==> src/rtl/sipo_pkg.sv <==
// Shared frame constants and decoder state encoding for the PISO/SIPO serial link.
package sipo_pkg;

  typedef enum logic [1:0] {
    StHunt,
    StShift,
    StGap
  } sipo_state_e;

  localparam int unsigned DEFAULT_DATA_WIDTH = 8;
  localparam int unsigned DEFAULT_GAP_CYCLES = 1;

  // Counter width for a count of 0..limit-1; never narrower than one bit.
  function automatic int unsigned cnt_width(input int unsigned limit);
    return (limit > 1) ? $clog2(limit) : 1;
  endfunction

endpackage

==> src/rtl/sipo_out_buffer.sv <==
// One-entry valid/ready holding register for decoded words, with overrun pulse.
module sipo_out_buffer #(
  parameter int unsigned DATA_WIDTH = 8
) (
  input  logic                  clk_i,
  input  logic                  rst_i,
  input  logic                  load_i,
  input  logic [DATA_WIDTH-1:0] word_i,
  input  logic                  ready_i,
  output logic [DATA_WIDTH-1:0] data_o,
  output logic                  valid_o,
  output logic                  overrun_o
);

  logic [DATA_WIDTH-1:0] data_q, data_d;
  logic                  valid_q, valid_d;
  logic                  overrun_q, overrun_d;

  always_comb begin
    data_d    = data_q;
    valid_d   = valid_q;
    overrun_d = 1'b0;
    if (load_i) begin
      // A same-edge accept makes room for the new word, so it is not an overrun.
      data_d    = word_i;
      valid_d   = 1'b1;
      overrun_d = valid_q && !ready_i;
    end else if (valid_q && ready_i) begin
      valid_d = 1'b0;
    end
  end

  always_ff @(posedge clk_i or posedge rst_i) begin
    if (rst_i) begin
      data_q    <= '0;
      valid_q   <= 1'b0;
      overrun_q <= 1'b0;
    end else begin
      data_q    <= data_d;
      valid_q   <= valid_d;
      overrun_q <= overrun_d;
    end
  end

  assign data_o    = data_q;
  assign valid_o   = valid_q;
  assign overrun_o = overrun_q;

endmodule

==> src/rtl/sipo_decoder.sv <==
// Serial-in/parallel-out frame decoder: hunts for sync, reassembles LSB-first words.
// Define SIPO_DECODER_SYNC_CHECK_EN to police syncIn after lock and report syncError.
module sipo_decoder
  import sipo_pkg::*;
#(
  parameter int unsigned DATA_WIDTH = DEFAULT_DATA_WIDTH,
  parameter int unsigned GAP_CYCLES = DEFAULT_GAP_CYCLES
) (
  input  logic                  clock,
  input  logic                  reset,
  input  logic                  serialIn,
  input  logic                  syncIn,
  output logic [DATA_WIDTH-1:0] parallelOut,
  output logic                  dataValid,
  input  logic                  dataReady,
  output logic                  overrun,
  output logic                  syncError
);

  localparam int unsigned BitW = cnt_width(DATA_WIDTH);
  localparam int unsigned GapW = cnt_width(GAP_CYCLES);
  localparam logic [BitW-1:0] BitLast = BitW'(DATA_WIDTH - 1);
  localparam logic [GapW-1:0] GapLast = GapW'(GAP_CYCLES - 1);

  sipo_state_e           state_q, state_d;
  logic [BitW-1:0]       bit_idx_q, bit_idx_d;
  logic [GapW-1:0]       gap_cnt_q, gap_cnt_d;
  // Upper DATA_WIDTH-1 bits of the shift register; bit 0 is never needed after a shift.
  logic [DATA_WIDTH-2:0] shift_q, shift_d;
  logic                  armed_q, armed_d;
  logic                  word_done;
  logic [DATA_WIDTH-1:0] word;

`ifdef SIPO_DECODER_SYNC_CHECK_EN
  logic sync_err_q, sync_err_d;
`endif

  assign word = {serialIn, shift_q};

  always_comb begin
    state_d   = state_q;
    bit_idx_d = bit_idx_q;
    gap_cnt_d = gap_cnt_q;
    shift_d   = shift_q;
    armed_d   = armed_q;
    word_done = 1'b0;
`ifdef SIPO_DECODER_SYNC_CHECK_EN
    sync_err_d = 1'b0;
`endif
    unique case (state_q)
      StHunt: begin
        if (syncIn) begin
          state_d   = StShift;
          bit_idx_d = '0;
          armed_d   = 1'b1;
        end
      end
      StShift: begin
        // Sync still high right after hunting re-arms; the last high marks bit 0.
        if (armed_q && syncIn) begin
          bit_idx_d = '0;
`ifdef SIPO_DECODER_SYNC_CHECK_EN
        end else if (syncIn) begin
          sync_err_d = 1'b1;
          state_d    = StHunt;
          armed_d    = 1'b0;
`endif
        end else begin
          armed_d = 1'b0;
          shift_d = word[DATA_WIDTH-1:1];
          if (bit_idx_q == BitLast) begin
            word_done = 1'b1;
            state_d   = StGap;
            gap_cnt_d = '0;
          end else begin
            bit_idx_d = bit_idx_q + 1'b1;
          end
        end
      end
      StGap: begin
`ifdef SIPO_DECODER_SYNC_CHECK_EN
        if (!syncIn) begin
          sync_err_d = 1'b1;
          state_d    = StHunt;
        end else
`endif
        if (gap_cnt_q == GapLast) begin
          state_d   = StShift;
          bit_idx_d = '0;
        end else begin
          gap_cnt_d = gap_cnt_q + 1'b1;
        end
      end
      default: state_d = StHunt;
    endcase
  end

  always_ff @(posedge clock or posedge reset) begin
    if (reset) begin
      state_q   <= StHunt;
      bit_idx_q <= '0;
      gap_cnt_q <= '0;
      shift_q   <= '0;
      armed_q   <= 1'b0;
    end else begin
      state_q   <= state_d;
      bit_idx_q <= bit_idx_d;
      gap_cnt_q <= gap_cnt_d;
      shift_q   <= shift_d;
      armed_q   <= armed_d;
    end
  end

`ifdef SIPO_DECODER_SYNC_CHECK_EN
  always_ff @(posedge clock or posedge reset) begin
    if (reset) begin
      sync_err_q <= 1'b0;
    end else begin
      sync_err_q <= sync_err_d;
    end
  end

  assign syncError = sync_err_q;
`else
  assign syncError = 1'b0;
`endif

  sipo_out_buffer #(
    .DATA_WIDTH(DATA_WIDTH)
  ) u_out_buffer (
    .clk_i    (clock),
    .rst_i    (reset),
    .load_i   (word_done),
    .word_i   (word),
    .ready_i  (dataReady),
    .data_o   (parallelOut),
    .valid_o  (dataValid),
    .overrun_o(overrun)
  );

endmodule
==> config.mk <==
export PLATFORM = sky130hd
export DESIGN_NAME = sipo_decoder
export DESIGN_NICKNAME = d
export VERILOG_FILES = /design/src/rtl/sipo_pkg.sv /design/src/rtl/sipo_out_buffer.sv /design/src/rtl/sipo_decoder.sv
export SDC_FILE = /design/constraint.sdc
export NUM_CORES = 1
export LEC_CHECK = 0
export CAP_MARGIN = 20
export CORE_UTILIZATION = 30
export CTS_BUF_LIST = sky130_fd_sc_hd__clkbuf_4
export CTS_CLUSTER_SIZE = 30
export DETAILED_ROUTE_END_ITERATION = 12
export SETUP_SLACK_MARGIN = 0.02
export SYNTH_ARGS = -nofsm -noshare
export SYNTH_HDL_FRONTEND = slang
export SYNTH_SLANG_ARGS = --single-unit
==> constraint.sdc <==
create_clock -name clock -period 1.87 [get_ports clock]
set_clock_uncertainty 0.15 [all_clocks]
set_input_delay 0.374 -clock clock [delete_from_list [all_inputs] [get_ports clock]]
set_output_delay 0.374 -clock clock [all_outputs]
set_load 0.01 [all_outputs]
======== After elaboration in Yosys (flattened, before gate mapping) ========
Cells that the tools add are included.
word-level totals
  latch bits .............................. 0
  bits in read-only memories .............. 0
  word-level logic and storage cells ...... 56
  memory bits (writable) .................. 0
  register bits ........................... 24
  input port bits ......................... 5
  memories ................................ 0
cells by class
  add/subtract/negate cells ............... 2
  divide/modulo/power cells ............... 0
  equality and inequality tests ........... 8
  magnitude comparators ................... 0
  muxes and demuxes ....................... 23
  multipliers ............................. 0
  reductions and logical operators ........ 14
  bitwise gates (word level) .............. 1
  shift operators ......................... 0
operators by type and width
  cell                 number
  $mux 3               4
  $mux 1               11
  $pmux 3 s3           1
  $mux 2               4
  $ne 2x2->1 const B   4
  $reduce_and 4->1     2
  $pmux 2 s3           1
  $reduce_and 3->1     2
  $reduce_bool 2->1    3
  $pmux 1 s2           2
  $add 3x1->3 const B  1
  $eq 3x3->1 const B   1
  $logic_and 1x1->1    3
  $ne 3x3->1 const B   1
  $reduce_bool 3->1    1
  $eq 2x1->1 const B   1
  $eq 2x2->1 const B   1
  $logic_not 2->1      1
  $reduce_and 2->1     1
  $add 1x1->1 const B  1
  $logic_not 1->1      1
  $not 1->1            1

======== Longest topological paths before layout ========
Gate-level depths: netlist (run 1).
  depth after elaboration ................. 5
  depth in mapped cells ................... 5
  mapped depth without buffers ............ 5

======== By module ========
A second synthesis (run 1) with hierarchy kept.
unflattened totals
  cell total of the unflattened synthesis .. 74
  area, all modules ....................... 1023.5 um^2
by module, submodules not included
  module           sequential area each (um^2)  area each (um^2)  instances  cells each
  sipo_decoder     325.3                        618.1             1          51
  sipo_out_buffer  250.2                        405.4             1          23

======== Worst setup path before layout (run 1) ========
OpenSTA, ideal clock, no wires.
  kind .................................... register to register
  from .................................... register bit_idx_q[0]
  to ...................................... register bit_idx_q[0]
  slack ................................... 0.142 ns
  arrival ................................. 1.462 ns
  clock period less this slack ............ 1.728 ns
  stages on the path, launching flop included .. 6
  setup time .............................. 0.116 ns
  cell sequence ........................... dfrtp_1 -> ha_1 -> ha_1 -> nand2b_1 -> or4_1 -> o311ai_0
between the ends
  cells in the longest elaborated chain, start to end .. 4
  elaborated cells between the ends (all ways) .. 7
  those cells by class .................... add/sub (1); eq/ne (2); mux (3); reduce/logical (1)
ends and longest elaborated chain
  item                    RTL line             source
  from (decl)             sipo_decoder.sv:26   logic [BitW-1:0] bit_idx_q, bit_idx_d;
  from (signal assigned)  sipo_decoder.sv:107  bit_idx_q <= bit_idx_d;
  $add 3x1->3             sipo_decoder.sv:76   bit_idx_d = bit_idx_q + 1'b1;
  $mux 3                  sipo_decoder.sv:71   if (bit_idx_q == BitLast) begin
  $mux 3                  sipo_decoder.sv:60   if (armed_q && syncIn) begin
  $pmux 3 s3              sipo_decoder.sv:50   unique case (state_q)
Parallel ways exist; a longest one is shown, timed or not. The select of a mux whose other input is x is not followed.
A chain may end at the register's enable or synchronous reset.

======== Worst setup path in the final report (run 1) ========
  from .................................... register u_out_buffer.data_q[5] (netlist: u_out_buffer.data_o[5])
  to ...................................... output port parallelOut[5]
RTL lines
  item                    RTL line               source
  from (decl)             sipo_out_buffer.sv:15  logic [DATA_WIDTH-1:0] data_q, data_d;
  from (signal assigned)  sipo_out_buffer.sv:39  data_q <= data_d;
  to (decl)               sipo_decoder.sv:13     output logic [DATA_WIDTH-1:0] parallelOut,
No word-level cell between the ends.

==> results_dict.tcl, run 1 <==
set metrics [dict create \
    first_pass_iters 5 \
    synth_compound_area_share_pct 7.252 \
    numPortBuffers 14 \
    post-cts-setup-buffers 0 \
    synth-edff-count 0 \
    synthArstFlopShare_pct 100.0 \
    place_hpwl_um 1182 \
    p_leak_uw 0.0005761 \
    yosys.area.top_type "dfrtp_1" \
    syn_to_final_growth_pct 27.61 \
    antenna_found_initial 0 \
    status "finished clean" \
    synthDistinctLibCells 23 \
    grt_first_pass_wirelength_um 2884 \
    syn-num-nets 78 \
    cts_made_buffers 3 \
    routed_wirelength_um 1662 \
    synth_xor_area_share_pct 0.8906 \
    r2r-end "bit_idx_q[0]$_DFFE_PP0P_" \
    cts_sinks 23 \
    slew_violations 0 \
    yosysTopAreaCellShare_pct 58.52 \
    cts_tree "built" \
    worstPathRequired_ns 1.35 \
    drt-vias-per-instance 4.540 \
    drc 0 \
    syn_area_um2 983.4 \
    ant_nets 0 \
    crit_family "buffers and inverters" \
    synthTopCellsByCount "dfrtp_1 (23), mux2_2 (8), mux2_4 (7)" \
    min_period_ns 1.796 \
    power_uw 825.9 \
    cp.arrival_ns 1.27 \
    path_class "reg -> out" \
    wl_per_cell_um 12.13 \
    clkTransAtPathRegs_ns 0.14 \
    pwr_density_cell_nw_per_um2 658.1 \
    dieArea_um2 3511 \
    overflow 0 \
    path_buf_inv 1 \
    crit_chain "clkdlybuf4s50_1" \
    avgSynthCellArea_um2 13.85 \
    startpoint_type "flop" \
    vias 622 \
    synth_warnings 0 \
    fmax_mhz 556.7 \
    synth-adder-area-share_pct 2.545 \
    grt_setup_unrepaired "no" \
    ir_drop_uv 426.5 \
    fin_crit_sh_pct 96.06 \
    initial_core_util_pct 31.95 \
    cpPeakStageDelay_ns 0.55 \
    slowest_stage "clkdlybuf4s50_1" \
    r2r_slack_ns 0.11 \
    drive_gt1_share_pct 32.26 \
    rows 20 \
    synthTopCellsByArea "dfrtp_1 (59%), mux2_4 (11%), mux2_2 (9.2%)" \
    grt_pass1_vias 662 \
    fillers 300 \
    synth_seq_area_share_pct 58.52 \
    reg2regPathDepth 5 \
    routabilityCongestion 0.7529 \
    boundaryPins 16 \
    groute.usage.overall_pct 11.28 \
    clk_path_buf_depth 2 \
    die_width_um 59.26 \
    clockRootBuffer "clkbuf_4" \
    setup_viol 0 \
    end_kind "primary output" \
    chipHeight_um 59.26 \
    drtIter0Drc 16 \
    synth-seq-cells 23 \
    coreArea_um2 3078 \
    syn_inst 71 \
    reg2reg_from "bit_idx_q[0]$_DFFE_PP0P_" \
    cp.depth 1 \
    synth_flop_cell "dfrtp_1" \
    synth.most_common_cell "dfrtp_1" \
    grt_max_degree 24 \
    setup_tns_ns 0 \
    worstHoldPathType "in -> async" \
    insertion_delay_ns 0.32 \
    synth_top_family_by_area "multiplexers" \
    muxShareOfSynthArea_pct 19.85 \
    finalHoldViolations 0 \
    synth_simple_gate_area_share_pct 6.743 \
    critPathMaxFanout 2 \
    diodes 0 \
    cap_violations 0 \
    layout.nets 101 \
    htree_levels 1 \
]
-- state kept, by name, indices dropped and copies added, names as in the netlist --
name                    flops
shift_q                     7
bit_idx_q                   3
u_out_buffer.data_o         8
state_q                     2
u_out_buffer.overrun_o      1
armed_q                     1
u_out_buffer.valid_o        1
-- power by group --
group / total (uW) / switching [uW] / internal (uW)
Clock: 233 / 153 / 80.0
Combinational: 67.3 / 25.2 / 42.1
Sequential: 525 / 11.2 / 514
-- worst min-delay path, cell delays in order --
cell	delay (ns)
clkdlybuf4s50_1	0.39
inv_1	0.05
buf_4	0.27
-- logic make-up (layout without fill, tap and decap cells) --
logic type	after synthesis	count (layout)
AO/OA/AOI/OAI	11	11
XOR/XNOR	1	1
adder cells (fa/ha/maj)	2	2
buffers and inverters	7	29
flip-flops	23	23
multiplexers	15	15
other	1	1
AND/OR/NAND/NOR	11	11
-- cells in the final DEF, fill, tap and decap left out --
cell / count
clkdlybuf4s50_1: 14
clkinv_2: 1
ha_1: 1
clkbuf_4: 3
o21bai_1: 1
nand2_2: 1
o211ai_1: 1
nor2_1: 2
o32ai_1: 2
or4_1: 1
buf_4: 5
o311ai_0: 1
a21oi_1: 2
nand3_2: 1
mux2_2: 8
conb_1: 1
inv_1: 5
buf_12: 1
mux2_4: 7
nor2b_1: 1
ha_2: 1
nand2_1: 2
xor2_1: 1
nor2b_2: 1
nand2b_1: 1
nand2b_4: 1
o21ai_0: 4
dfrtp_1: 23
-- metal layers --
metal  share of wire [%]  GRT usage, %  vias up  wire length [um]
li1                    -             -      289                 -
met5                   0             0        -                 0
met3                 5.0         4.803        4                83
met1                  44         12.57      312               739
met2                  49         18.46       17               815
met4                 1.4         5.442        0                24
-- what timing repair did --
action	CTS	global route
resized for setup	1	1
gates cloned	0	0
setup endpoints to repair	1	1
hold buffers	0	0
-- metrics by stage --
step	setup WS (ns)	instance area, um^2	hold slack [ns]	instances	utilization [%]
6_report	0.07375	1255	0.2078	137	40.77
3_5_place_dp	0.04499	1217	0.3437	133	39.55
4_1_cts	0.04795	1252	0.2150	137	40.69
5_1_grt	0.02194	1255	0.2559	137	40.77
3_3_place_gp	0.04552	1217	0.3373	133	39.55
2_1_floorplan	0.1424	983.4	0.2259	71	-
-- layout make-up --
class	instances	area [um^2]	share of cell area [%]
Multi-Input combinational cell	41	380.4	30.31
Timing Repair Buffer	20	197.7	15.75
Tap cell	44	55.05	4.387
Inverter	5	18.77	1.496
Clock inverter	1	5.005	0.3988
Sequential cell	23	575.6	45.86
Clock buffer	3	22.52	1.795
-- worst max-delay path by stage --
stage,slack (ns),endpoint,start
finish,0.07,parallelOut[5],u_out_buffer.data_o[5]$_DFFE_PP0P_
global route,0.02,parallelOut[5],u_out_buffer.data_o[5]$_DFFE_PP0P_
CTS,0.05,parallelOut[5],u_out_buffer.data_o[5]$_DFFE_PP0P_
detailed placement,0.04,u_out_buffer.data_o[6]$_DFFE_PP0P_,syncIn
global placement,0.05,shift_q[4]$_DFFE_PP0P_,syncIn
floorplan,0.14,bit_idx_q[0]$_DFFE_PP0P_,bit_idx_q[0]$_DFFE_PP0P_
Power figures use the tool's default switching activity.
==> inputs of run 2 (changes only) <==
==> constraint.sdc (replaced) <==
create_clock -name clock -period 1.7 [get_ports clock]
set_clock_uncertainty 0.15 [all_clocks]
set_input_delay 0.34 -clock clock [delete_from_list [all_inputs] [get_ports clock]]
set_output_delay 0.34 -clock clock [all_outputs]
set_load 0.01 [all_outputs]
==> run 2 against run 1 <==
Final cell count increased by 2.2%. Non-clock buffer count increased by 3. Clock power increased by 17%. Total power increased by 11%. Critical path depth increased by 4. Worst setup slack got worse by 0.046 ns. Global-route usage increased by 0.27 points. Design area increased by 2.2%. Highest routed layer unchanged.
==> results_dict.tcl, run 2 (same netlist as run 1, synthesis figures left out) <==
set metrics [dict create \
    dieArea_um2 3511 \
    die_width_um 59.26 \
    clockRootBuffer "clkbuf_4" \
    cts_sinks 23 \
    drc 0 \
    status "finished clean" \
    min_period_ns 1.672 \
    cts_tree "built" \
    overflow 0 \
    end_kind "flop" \
    r2r-end "bit_idx_q[0]$_DFFE_PP0P_" \
    startpoint_type "flop" \
    final_cell_mix "dfrtp_1 (23), dlygate4sd2_1 (9), buf_4 (9)" \
    setup_viol 0 \
    layout.nets 104 \
    grt_max_degree 24 \
    grt_pass1_vias 637 \
    numPortBuffers 14 \
    routed_wirelength_um 1657 \
    critPathMaxFanout 4 \
    boundaryPins 16 \
    slew_violations 0 \
    ant_nets 0 \
    drt-vias-per-instance 4.336 \
    finalHoldViolations 0 \
    ir_drop_uv 502.7 \
    path_class "reg -> reg" \
    insertion_delay_ns 0.31 \
    r2r_slack_ns 0.03 \
    holdWs_ns 0.1953 \
    first_pass_iters 2 \
    grt_first_pass_wirelength_um 2960 \
    pwr_density_cell_nw_per_um2 715.0 \
    worstPathRequired_ns 1.77 \
    antenna_found_initial 0 \
    routabilityCongestion 0.7541 \
    chipHeight_um 59.26 \
    syn_to_final_growth_pct 30.41 \
    fin_crit_sh_pct 98.34 \
    initial_core_util_pct 31.95 \
    htree_levels 1 \
    groute.usage.overall_pct 11.55 \
    clkTransAtPathRegs_ns 0.13 \
    placed_cell_area_um2 1230 \
    postCtsHoldBufs 0 \
    grt_setup_unrepaired "yes" \
    reg2reg_from "bit_idx_q[1]$_DFFE_PP0P_" \
    drive_gt1_share_pct 37.50 \
    diodes 0 \
    final_common_cell "dfrtp_1" \
    cp.arrival_ns 1.75 \
    clk_path_buf_depth 2 \
    cap_violations 0 \
    wl_per_cell_um 11.84 \
    place_hpwl_um 1190 \
    finalInstanceArea_um2 1282 \
    p_leak_uw 0.0006265 \
    vias 607 \
    largest_reg_flops 8 \
    cts_made_buffers 3 \
    coreArea_um2 3078 \
    rows 20 \
    worstHoldPathType "in -> async" \
    reg2regPathDepth 5 \
    fmax_mhz 598.1 \
    drtIter0Drc 4 \
]
==> run 2: cell count changes in the layout (fill, tap and decap cells not counted) <==
cell	previous run	this run
clkdlybuf4s50_1	14	4
dlygate4sd2_1	0	9
buf_4	5	9
buf_12	1	0
clkbuf_4	3	4
clkinv_2	1	0
dlymetal6s2s_1	0	1
ha_1	1	0
ha_4	0	1
o311ai_0	1	0
o311ai_2	0	1
or4_1	1	0
or4_4	0	1
==> run 2: worst max-delay path by stage <==
stage / from / to / slack [ns] / cells after the start
finish: bit_idx_q[1]$_DFFE_PP0P_ / bit_idx_q[0]$_DFFE_PP0P_ / 0.03 / 5
detailed placement: syncIn / u_out_buffer.data_o[0]$_DFFE_PP0P_ / -0.09 / 5
CTS: u_out_buffer.overrun_o$_DFF_PP0_ / overrun / 0.03 / 1
global placement: syncIn / u_out_buffer.data_o[6]$_DFFE_PP0P_ / -0.09 / 5
floorplan: bit_idx_q[0]$_DFFE_PP0P_ / bit_idx_q[0]$_DFFE_PP0P_ / 0.04 / 5
global route: bit_idx_q[1]$_DFFE_PP0P_ / bit_idx_q[0]$_DFFE_PP0P_ / 0.007 / 5
==> run 2: power breakdown <==
part | switching (uW) | total [uW] | internal (uW) | leakage, uW
Sequential | 11.8 | 577 | 565 | 0.000272
Clock | 165 | 272 | 108 | 0.0000184
Combinational | 28.4 | 67.6 | 39.2 | 0.000336
Total | 205 | 917 | 712 | 0.000627
==> run 2: timing repair <==
action	CTS	global route
setup buffers	0	1
gates resized for setup	12	3
setup endpoints to repair	10	2
pin swaps	0	1
endpoints found under the hold margin	0	0
==> run 2: per-stage QoR <==
step | power, uW | setup slack, ns | std cells | setup TNS [ns] | util, %
6_report | 917.0 | 0.02816 | 140 | 0 | 41.67
5_1_grt | 962.8 | 0.006734 | 140 | 0 | 41.67
4_1_cts | 923.3 | 0.03083 | 139 | 0 | 40.98
3_5_place_dp | 663.9 | -0.08765 | 135 | -1.002 | 39.96
3_3_place_gp | 662.4 | -0.09085 | 135 | -1.063 | 39.96
2_1_floorplan | 622.8 | 0.03730 | 71 | 0 | -
==> run 2: final cells by class <==
class / instances / area, um^2
Sequential cell: 23 / 575.6
Timing Repair Buffer: 23 / 198.9
Multi-Input combinational cell: 41 / 404.1
Inverter: 5 / 18.77
Clock buffer: 4 / 30.03
Tap cell: 44 / 55.05
Fill cell: 305 / 1795
==> run 2: critical path, cell delays in order, from the launching register on <==
cell      delay [ns]
dfrtp_1         0.41
ha_2            0.20
ha_4            0.17
nand2b_4        0.15
or4_4           0.41
o311ai_2        0.09
==> run 2: per-layer routing <==
metal	wire length, um	up-vias	global-route usage [%]
met5	0	-	0
met4	10	0	2.041
met3	72	2	4.803
met2	763	9	17.98
met1	810	301	15.20
li1	-	295	-
==> inputs of run 3 (changes only) <==
--- a/config.mk
+++ b/config.mk
@@ -10,7 +10,6 @@
 export CTS_BUF_LIST = sky130_fd_sc_hd__clkbuf_4
 export CTS_CLUSTER_SIZE = 30
 export DETAILED_ROUTE_END_ITERATION = 12
-export SETUP_SLACK_MARGIN = 0.02
 export SYNTH_ARGS = -nofsm -noshare
 export SYNTH_HDL_FRONTEND = slang
 export SYNTH_SLANG_ARGS = --single-unit
==> run 3 against run 2 <==
Via count unchanged. Maximum frequency unchanged. First-iteration DRC count unchanged. Final cell count unchanged. Sequential power about the same. Global-route usage unchanged. Design area unchanged. Worst setup slack unchanged. Critical path depth unchanged. Sequential share of layout area unchanged. Routed wire length unchanged.
==> results_dict.tcl, run 3 (same netlist as run 1, synthesis figures left out) <==
set metrics [dict create \
    status "finished clean" \
    setup_viol 0 \
    clkTransAtPathRegs_ns 0.13 \
    cts_sinks 23 \
    dieArea_um2 3511 \
    fmax_mhz 598.1 \
    drc 0 \
    worstHoldPathType "in -> async" \
    drtIter0Drc 4 \
    met2_usage_pct 17.98 \
    busiest_layer "met2" \
    grt_setup_unrepaired "no" \
    dp_slack_ns -0.08765 \
    grtUsageMet3_pct 4.803 \
    htree_levels 1 \
    grt_use_met1_pct 15.20 \
    ant_nets 0 \
    grt_pass1_vias 637 \
    path_class "reg -> reg" \
    r2r_slack_ns 0.03 \
    final_common_cell "dfrtp_1" \
    end_kind "flop" \
    slew_violations 0 \
    rows 20 \
    reg2regPathDepth 5 \
    power_uw 917.0 \
    diodes 0 \
    startpoint_type "flop" \
    coreArea_um2 3078 \
    ir_drop_uv 502.7 \
    syn_to_final_growth_pct 30.41 \
    grt_max_degree 24 \
    drive_gt1_share_pct 37.50 \
    chipHeight_um 59.26 \
    antenna_found_initial 0 \
    groute.usage.overall_pct 11.55 \
    vias 607 \
    cp.arrival_ns 1.75 \
    drt-vias-per-instance 4.336 \
    reg2reg_from "bit_idx_q[1]$_DFFE_PP0P_" \
    first_pass_iters 2 \
    boundaryPins 16 \
    insertion_delay_ns 0.31 \
    worstPathRequired_ns 1.77 \
    routed_wirelength_um 1657 \
    fillers 305 \
    place_hpwl_um 1190 \
    cts_made_buffers 3 \
    r2r-end "bit_idx_q[0]$_DFFE_PP0P_" \
    min_period_ns 1.672 \
    wl_per_cell_um 11.84 \
    pwr_density_cell_nw_per_um2 715.0 \
    p_leak_uw 0.0006265 \
    clk_path_buf_depth 2 \
    finalHoldViolations 0 \
    cts_tree "built" \
    setup_slack_ns 0.02816 \
    overflow 0 \
    clockRootBuffer "clkbuf_4" \
    grt_first_pass_wirelength_um 2960 \
    critPathMaxFanout 4 \
    layout.nets 104 \
    initial_core_util_pct 31.95 \
    fin_crit_sh_pct 98.34 \
    die_width_um 59.26 \
    largest_reg_flops 8 \
    routabilityCongestion 0.7541 \
    final_cell_mix "dfrtp_1 (23), dlygate4sd2_1 (9), buf_4 (9)" \
    fin_util_pct 41.67 \
    cap_violations 0 \
    numPortBuffers 14 \
]
[run 3: worst max path at each step]
stage,depth (start not counted),startpoint,endpoint
6_report,5,bit_idx_q[1]$_DFFE_PP0P_,bit_idx_q[0]$_DFFE_PP0P_
5_1_grt,5,bit_idx_q[1]$_DFFE_PP0P_,bit_idx_q[0]$_DFFE_PP0P_
4_1_cts,5,bit_idx_q[1]$_DFFE_PP0P_,bit_idx_q[0]$_DFFE_PP0P_
3_5_place_dp,5,syncIn,u_out_buffer.data_o[0]$_DFFE_PP0P_
3_3_place_gp,5,syncIn,u_out_buffer.data_o[6]$_DFFE_PP0P_
2_1_floorplan,5,bit_idx_q[0]$_DFFE_PP0P_,bit_idx_q[0]$_DFFE_PP0P_
[run 3: worst max-delay path, cell delays in order, from the launching register on]
cell,delay [ns]
dfrtp_1,0.41
ha_2,0.20
ha_4,0.17
nand2b_4,0.15
or4_4,0.41
o311ai_2,0.09
[run 3: cell type report]
cell class	count	area [um^2]	area share [%]
clock buffer	4	30.03	2.341
inverter	5	18.77	1.463
multi-input combinational	41	404.1	31.51
sequential	23	575.6	44.88
tap	44	55.05	4.293
timing repair buffer	23	198.9	15.51
[run 3: report_power, final]
part / internal, uW / switching [uW] / leakage (uW)
Clock: 108 / 165 / 0.0000184
Combinational: 39.2 / 28.4 / 0.000336
Sequential: 565 / 11.8 / 0.000272
[run 3: timing repair]
item | 4_1_cts | 5_1_grt
endpoints found under the hold margin | 0 | 0
hold buffers | 0 | 0
setup endpoints to repair | 10 | 2
setup buffers | 0 | 1
resized for setup | 11 | 4
pin swaps | 0 | 1
[run 3: per-stage QoR]
| stage | instances | setup TNS (ns) | cell area, um^2 | hold slack, ns |
|---|---|---|---|---|
| 3_3_place_gp | 135 | -1.063 | 1230 | 0.3377 |
| 6_report | 140 | 0 | 1282 | 0.1953 |
| 4_1_cts | 139 | 0 | 1261 | 0.2050 |
| 2_1_floorplan | 71 | 0 | 993.5 | 0.1919 |
| 5_1_grt | 140 | 0 | 1282 | 0.2487 |
| 3_5_place_dp | 135 | -1.002 | 1230 | 0.3470 |
[run 3: layer usage]
metal | share of wire, % | up-vias | wire length, um
met5 | 0 | - | 0
met4 | 0.60 | 0 | 10
met3 | 4.3 | 2 | 72
met2 | 46 | 9 | 763
met1 | 49 | 301 | 810
li1 | - | 295 | -
==> RTL edit 1, RTL diff (flow settings as in run 1) <==
Add a define of `SIPO_DECODER_SYNC_CHECK_EN`.
--- a/src/rtl/sipo_decoder.sv
+++ b/src/rtl/sipo_decoder.sv
@@ -1,5 +1,7 @@
 // Serial-in/parallel-out frame decoder: hunts for sync, reassembles LSB-first words.
 // Define SIPO_DECODER_SYNC_CHECK_EN to police syncIn after lock and report syncError.
+`define SIPO_DECODER_SYNC_CHECK_EN
+
 module sipo_decoder
   import sipo_pkg::*;
 #(
Formal check against the unedited RTL: not equivalent (a bounded check fails within 4 cycles, from zero or initial values and one cycle with reset high).
==> RTL edit 1 against run 1 <==
  * The run now ends with setup timing left
  * Sequential cell count up 1
  * Die area increased by 8.7%
  * Setup slack worse by 0.11 ns
  * Area after synthesis up 9.0%
  * Wire length up 15%
  * Via count rose by 18%
  * Register-to-register slack got worse by 0.14 ns
  * Non-clock buffer count rose by 13
  * Final area up 16%
Power is not compared: it rests on default switching activity, and its combinational part moved more than twofold at a synthesized area within 25%.
==> RTL edit 1: results (changes against run 1) <==
* Buffers on Ports at 15 (+1)
* Vias at 733 (+18%)
* Final count of hold timing violations at 0 (unchanged)
* Violated checks: setup timing
* Gr usage total at 11.9% (+0.66 points)
* Number of fill cells at 327 (+9.0%)
* Biggest area contributors in the synthesized netlist: dfrtp_1 56%, mux2_2 17%, ha_1 7.0%
* Worst Hold Margin at 0.254 ns (+0.0466 ns)
* Cell count after synthesis at 81 (+14%)
* Placed Instances at 154 (+16%)
* Total length of routed wires at 1920 um (+15%)
* Max stage delay cell, worst path: dfrtp_1
* CP Data Arrival Time at 1.95 ns (+0.68 ns)
* Biggest cell delay along the critical path at 0.41 ns (-0.14 ns)
* Setup Viol. Count Final at 2 (+2)
* Synth unique cells at 23 (unchanged)
* First drt pass iteration count at 2 (-3)
* Via count of the first global-routing pass at 748 (+13%)
* Sequential-to-total area share from yosys stat at 56.0% (-2.5 points)
* Yosys Warn Count at 0 (unchanged)
* Insertion delay of the later-clocked pin in the worst-skew pair at 0.30 ns (-0.02 ns)
* Average wire per cell in the routed design at 11.9 um (-1.7%)
* DPL Wire Length at 1430 um (+21%)
* Clock slew seen by the registers of the worst setup and hold paths at 0.12 ns (-0.02 ns)
* Final total negative setup slack at -0.0335 ns (-0.0335 ns)
* Leakage power figure at 0.675 nW
* Setup slack of the critical path after layout at -0.0316 ns (-0.105 ns)
* Placer's final routability congestion estimate at 0.771 (+2.4%)
* Global-route wire length before repair at 3190 um (+11%)
* Fraction of layout cells with a size suffix above 1 at 39.1% (+6.9 points)
* Worst Reg2Reg Path Length in Cells at 5 (unchanged)
* First-iteration detailed-routing DRC count at 19 (+3)
* NumNets Final at 127 (+26%)
* Highest fanout seen on the critical path at 3 (+1)
* Maximum number of pins on one net before global-route repair at 25 (+4.2%)
* Synthesized netlist net count at 92 (+18%)
* Synth cell count leaders: 24 x dfrtp_1, 16 x mux2_2, 6 x ha_1
* Status: finished with violations
RTL edit 1: cell count changes after synthesis, moves of 3 or more:
cell,change
mux2_2,+8
a22o_1,+3
ha_1,+4
mux2_4,-7
RTL edit 1: repair_timing:
action	4_1_cts	5_1_grt
endpoints found under the setup margin	3	12
pin swaps	5	2
resized for setup	0	8
buffers inserted	1	2
RTL edit 1: final cells by class:
cell class,count,area (sq um),area share [%]
Clock buffer,3,22.5,1.55
Clock inverter,1,3.75,0.258
Inverter,5,18.8,1.29
Multi-Input combinational cell,49,460,31.6
Sequential cell,24,601,41.2
Tap cell,46,57.6,3.95
Timing Repair Buffer,33,293,20.1
RTL edit 1: critical path: cells and delay by family, from the launching register on:
kind / cells / cell delay (ns)
AO/OA/AOI/OAI: 1 / 0.23
adder cells (fa/ha/maj): 2 / 0.36
flip-flops: 1 / 0.41
multiplexers: 1 / 0.26
AND/OR/NAND/NOR: 1 / 0.39
RTL edit 1: cells by family (layout without fill, tap and decap cells):
| family | Yosys count | in the layout | synth area share (%) |
|---|---|---|---|
| simple gates | 13 | 13 | 7.70 |
| buf+inv | 8 | 42 | 3.27 |
| fa+ha+maj | 6 | 6 | 7.00 |
| flops | 24 | 24 | 56.0 |
| compound gates | 14 | 14 | 9.22 |
| mux | 16 | 16 | 16.8 |
RTL edit 1: how the worst max path moves through the flow:
stage / end / slack, ns / cells past startpoint
2_1_floorplan: bit_idx_q[0] / -0.08 / 5
3_3_place_gp: bit_idx_q[0] / -0.24 / 4
3_5_place_dp: bit_idx_q[0] / -0.25 / 4
4_1_cts: bit_idx_q[0] / -0.01 / 5
5_1_grt: bit_idx_q[0] / -0.07 / 5
6_report: bit_idx_q[0] / -0.03 / 5
RTL edit 1: layer usage:
| metal | track usage (%) | wire length [um] | up-vias |
|---|---|---|---|
| li1 | - | - | 356 |
| met1 | 13.7 | 849 | 360 |
| met2 | 20.3 | 987 | 13 |
| met3 | 4.35 | 47 | 4 |
| met4 | 4.76 | 35 | 0 |
| met5 | 0 | 0 | - |
RTL edit 1: per-stage QoR:
step	util, %	setup slack, ns	cell area, sq um
after floorplan	-	-0.0800	1090
after CTS	42.0	-0.0127	1430
final	43.0	-0.0316	1460
after global routing	43.0	-0.0684	1460
after detailed placement	41.0	-0.247	1390
after global placement	41.0	-0.243	1390
RTL edit 1: power by group through the flow:
stage                     sequential (W)  combinational (W)  clock (W)
after floorplan                 0.000703           0.000290          0
after global placement          0.000716           0.000431          0
after detailed placement        0.000721           0.000448          0
after CTS                       0.000709           0.000454   0.000241
after global routing            0.000724           0.000518   0.000260
final                           0.000707           0.000467   0.000221
==> RTL edit 2, RTL diff (flow settings as in run 1) <==
Made on the original files. Encoding of `sipo_state_e`: now one-hot (3 bits for 3 states).
--- a/src/rtl/sipo_pkg.sv
+++ b/src/rtl/sipo_pkg.sv
@@ -1,10 +1,10 @@
 // Shared frame constants and decoder state encoding for the PISO/SIPO serial link.
 package sipo_pkg;
 
-  typedef enum logic [1:0] {
-    StHunt,
-    StShift,
-    StGap
+  typedef enum logic [2:0] {
+    StHunt  = 3'b001,
+    StShift = 3'b010,
+    StGap   = 3'b100
   } sipo_state_e;
 
   localparam int unsigned DEFAULT_DATA_WIDTH = 8;
Behaviour: same outputs for any inputs over 10 cycles, from zero or initial values and one cycle with reset high; not proved beyond that.
==> RTL edit 2 against run 1 <==
  * Setup slack got worse by 0.023 ns
  * Sequential cell count rose by 1
  * Die area increased by 5.8%
  * Sequential power increased by 4.0%
  * Area after synthesis increased by 6.0%
  * Clock power up 3%
  * Power rose by 3.1%
  * Final area is 6.6% higher
  * Wire length increased by 1.9%
  * Critical path type is now reg -> reg
  * Largest power group unchanged
==> RTL edit 2: results (changes against run 1) <==
* Power per Cell Area at 637 nW/um^2 (-3.3%)
* Worst Reg2Reg Path Length in Cells at 6 (+1)
* Highest fanout seen on the critical path at 3 (+1)
* Ant. Diodes at 0 (unchanged)
* Number of antenna violations at the first check in global routing at 0 (unchanged)
* Number of standard cells in the final layout excluding fillers at 159 (+16%)
* Maximum number of buffers from clock root to sink at 2 (unchanged)
* Largest voltage drop on the vdd net at 345 uV (-19%)
* Gr usage total at 10.5% (-0.82 points)
* Maximum number of pins on one net before global-route repair at 25 (+4.2%)
* DRC viols at 0 (unchanged)
* First-iteration detailed-routing DRC count at 60 (+44)
* Leakage power figure at 0.684 nW (+19%)
* Placer's final routability congestion estimate at 0.778 (+3.3%)
* Synthesized netlist net count at 96 (+23%)
* Share of synthesized registers carrying an async set or reset at 100% (unchanged)
* CP Data Arrival Time at 1.88 ns (+0.61 ns)
* Flip-flop count of the largest register after layout at 8 (unchanged)
* Synth cell count leaders: 26 x nand2_1, 23 x dfrtp_1, 7 x mux2_4
* NumNets Final at 121 (+20%)
* Yosys Warn Count at 0 (unchanged)
* Global-route wire length before repair at 2750 um (-4.5%)
* Placed Instances at 151 (+14%)
* Status: completed
* Setup slack on the worst flop-to-flop path at 0.05 ns (-0.06 ns)
* Insertion delay of the later-clocked pin in the worst-skew pair at 0.31 ns
* First drt pass iteration count at 4 (-1)
* H-tree depth reported by CTS at 1 (unchanged)
* Buffers on Ports at 14 (unchanged)
* Biggest area contributors in the synthesized netlist: dfrtp_1 55%, mux2_4 10%, nand2_1 9.4%
* Sequential-to-total area share from yosys stat at 57.7% (-0.78 points)
* Class of the most critical setup path: reg -> reg
* Top FF cell, synth: dfrtp_1
* CTS root buf: clkbuf_4
* Clock slew seen by the registers of the worst setup and hold paths at 0.12 ns (-0.02 ns)
* Via count of the first global-routing pass at 635 (-4.1%)
* Fraction of layout cells with a size suffix above 1 at 25.7% (-6.6 points)
* Average wire per cell in the routed design at 10.7 um (-12%)
* Origin of the critical flop-to-flop path: bit_idx_q[0]
* Vias at 669 (+7.6%)
* Synth unique cells at 26 (+13%)
* DPL Wire Length at 1170 um (-0.71%)
* Average footprint of a synthesized cell at 11.7 sq um (-15%)
* Number of fill cells at 330 (+10%)
* Type of the worst min-delay path: in -> async
* Number of CTS-inserted buffers at 3 (unchanged)
* Worst R2R End: bit_idx_q[0]
[RTL edit 2: final cells by class]
type | count | area share [%]
clock buffer | 4 | 2.25
inverter | 4 | 1.12
multi-input combinational | 58 | 31.8
sequential | 24 | 45.0
tap | 46 | 4.30
timing repair buffer | 23 | 15.5
[RTL edit 2: worst min path at each step]
stage                          start                endpoint  slack, ns  depth (start not counted)
final                          reset  u_out_buffer.data_o[3]       0.26                          3
after global routing           reset  u_out_buffer.data_o[4]       0.28                          3
after CTS                      reset  u_out_buffer.data_o[4]       0.25                          3
after detailed placement  shift_q[0]              shift_q[0]       0.32                          2
after global placement    shift_q[0]              shift_q[0]       0.31                          2
after floorplan                reset                 armed_q       0.24                          1
[RTL edit 2: worst max-delay path, cell delays in order (launching register included)]
cell and delay, ns:
dfrtp_1 0.41, ha_2 0.20, ha_4 0.16, a21boi_1 0.12, o21a_1 0.18, o21ai_2 0.19, mux2_4 0.32
[RTL edit 2: report_power, final]
part           internal (W)  switching [W]
Combinational     0.0000376      0.0000272
Sequential         0.000536      0.0000105
Clock             0.0000978       0.000143
Total              0.000671       0.000181
[RTL edit 2: metrics by stage]
step	area, sq um	setup WS, ns	TNS [ns]
after global routing	1340	-0.0133	-0.0258
after detailed placement	1260	-0.202	-2.19
after floorplan	1050	0.0238	0
after CTS	1310	0.0316	0
after global placement	1260	-0.182	-1.97
final	1340	0.0508	0
[RTL edit 2: repair_timing]
| action | in CTS | in global routing |
|---|---|---|
| pin swaps | 1 | 0 |
| endpoints found under the hold margin | 0 | 0 |
| gates resized for setup | 1 | 2 |
| setup endpoints to repair | 3 | 3 |
| setup buffers | 2 | 2 |
[RTL edit 2: kinds of logic after synthesis]
| kind of cell | synth area share (%) |
|---|---|
| AO/OA/AOI/OAI | 6.60 |
| adder cells (fa/ha/maj) | 2.40 |
| buffers and inverters | 3.60 |
| multiplexers | 14.2 |
| flip-flops | 57.7 |
| other | 0.360 |
| AND/OR/NAND/NOR | 15.1 |
[RTL edit 2: metal layers]
| layer | global-route usage [%] | wire (um) |
|---|---|---|
| met5 | 0 | 0 |
| met4 | 3.90 | 0 |
| met3 | 3.20 | 65 |
| met2 | 16.3 | 793 |
| met1 | 13.7 | 835 |
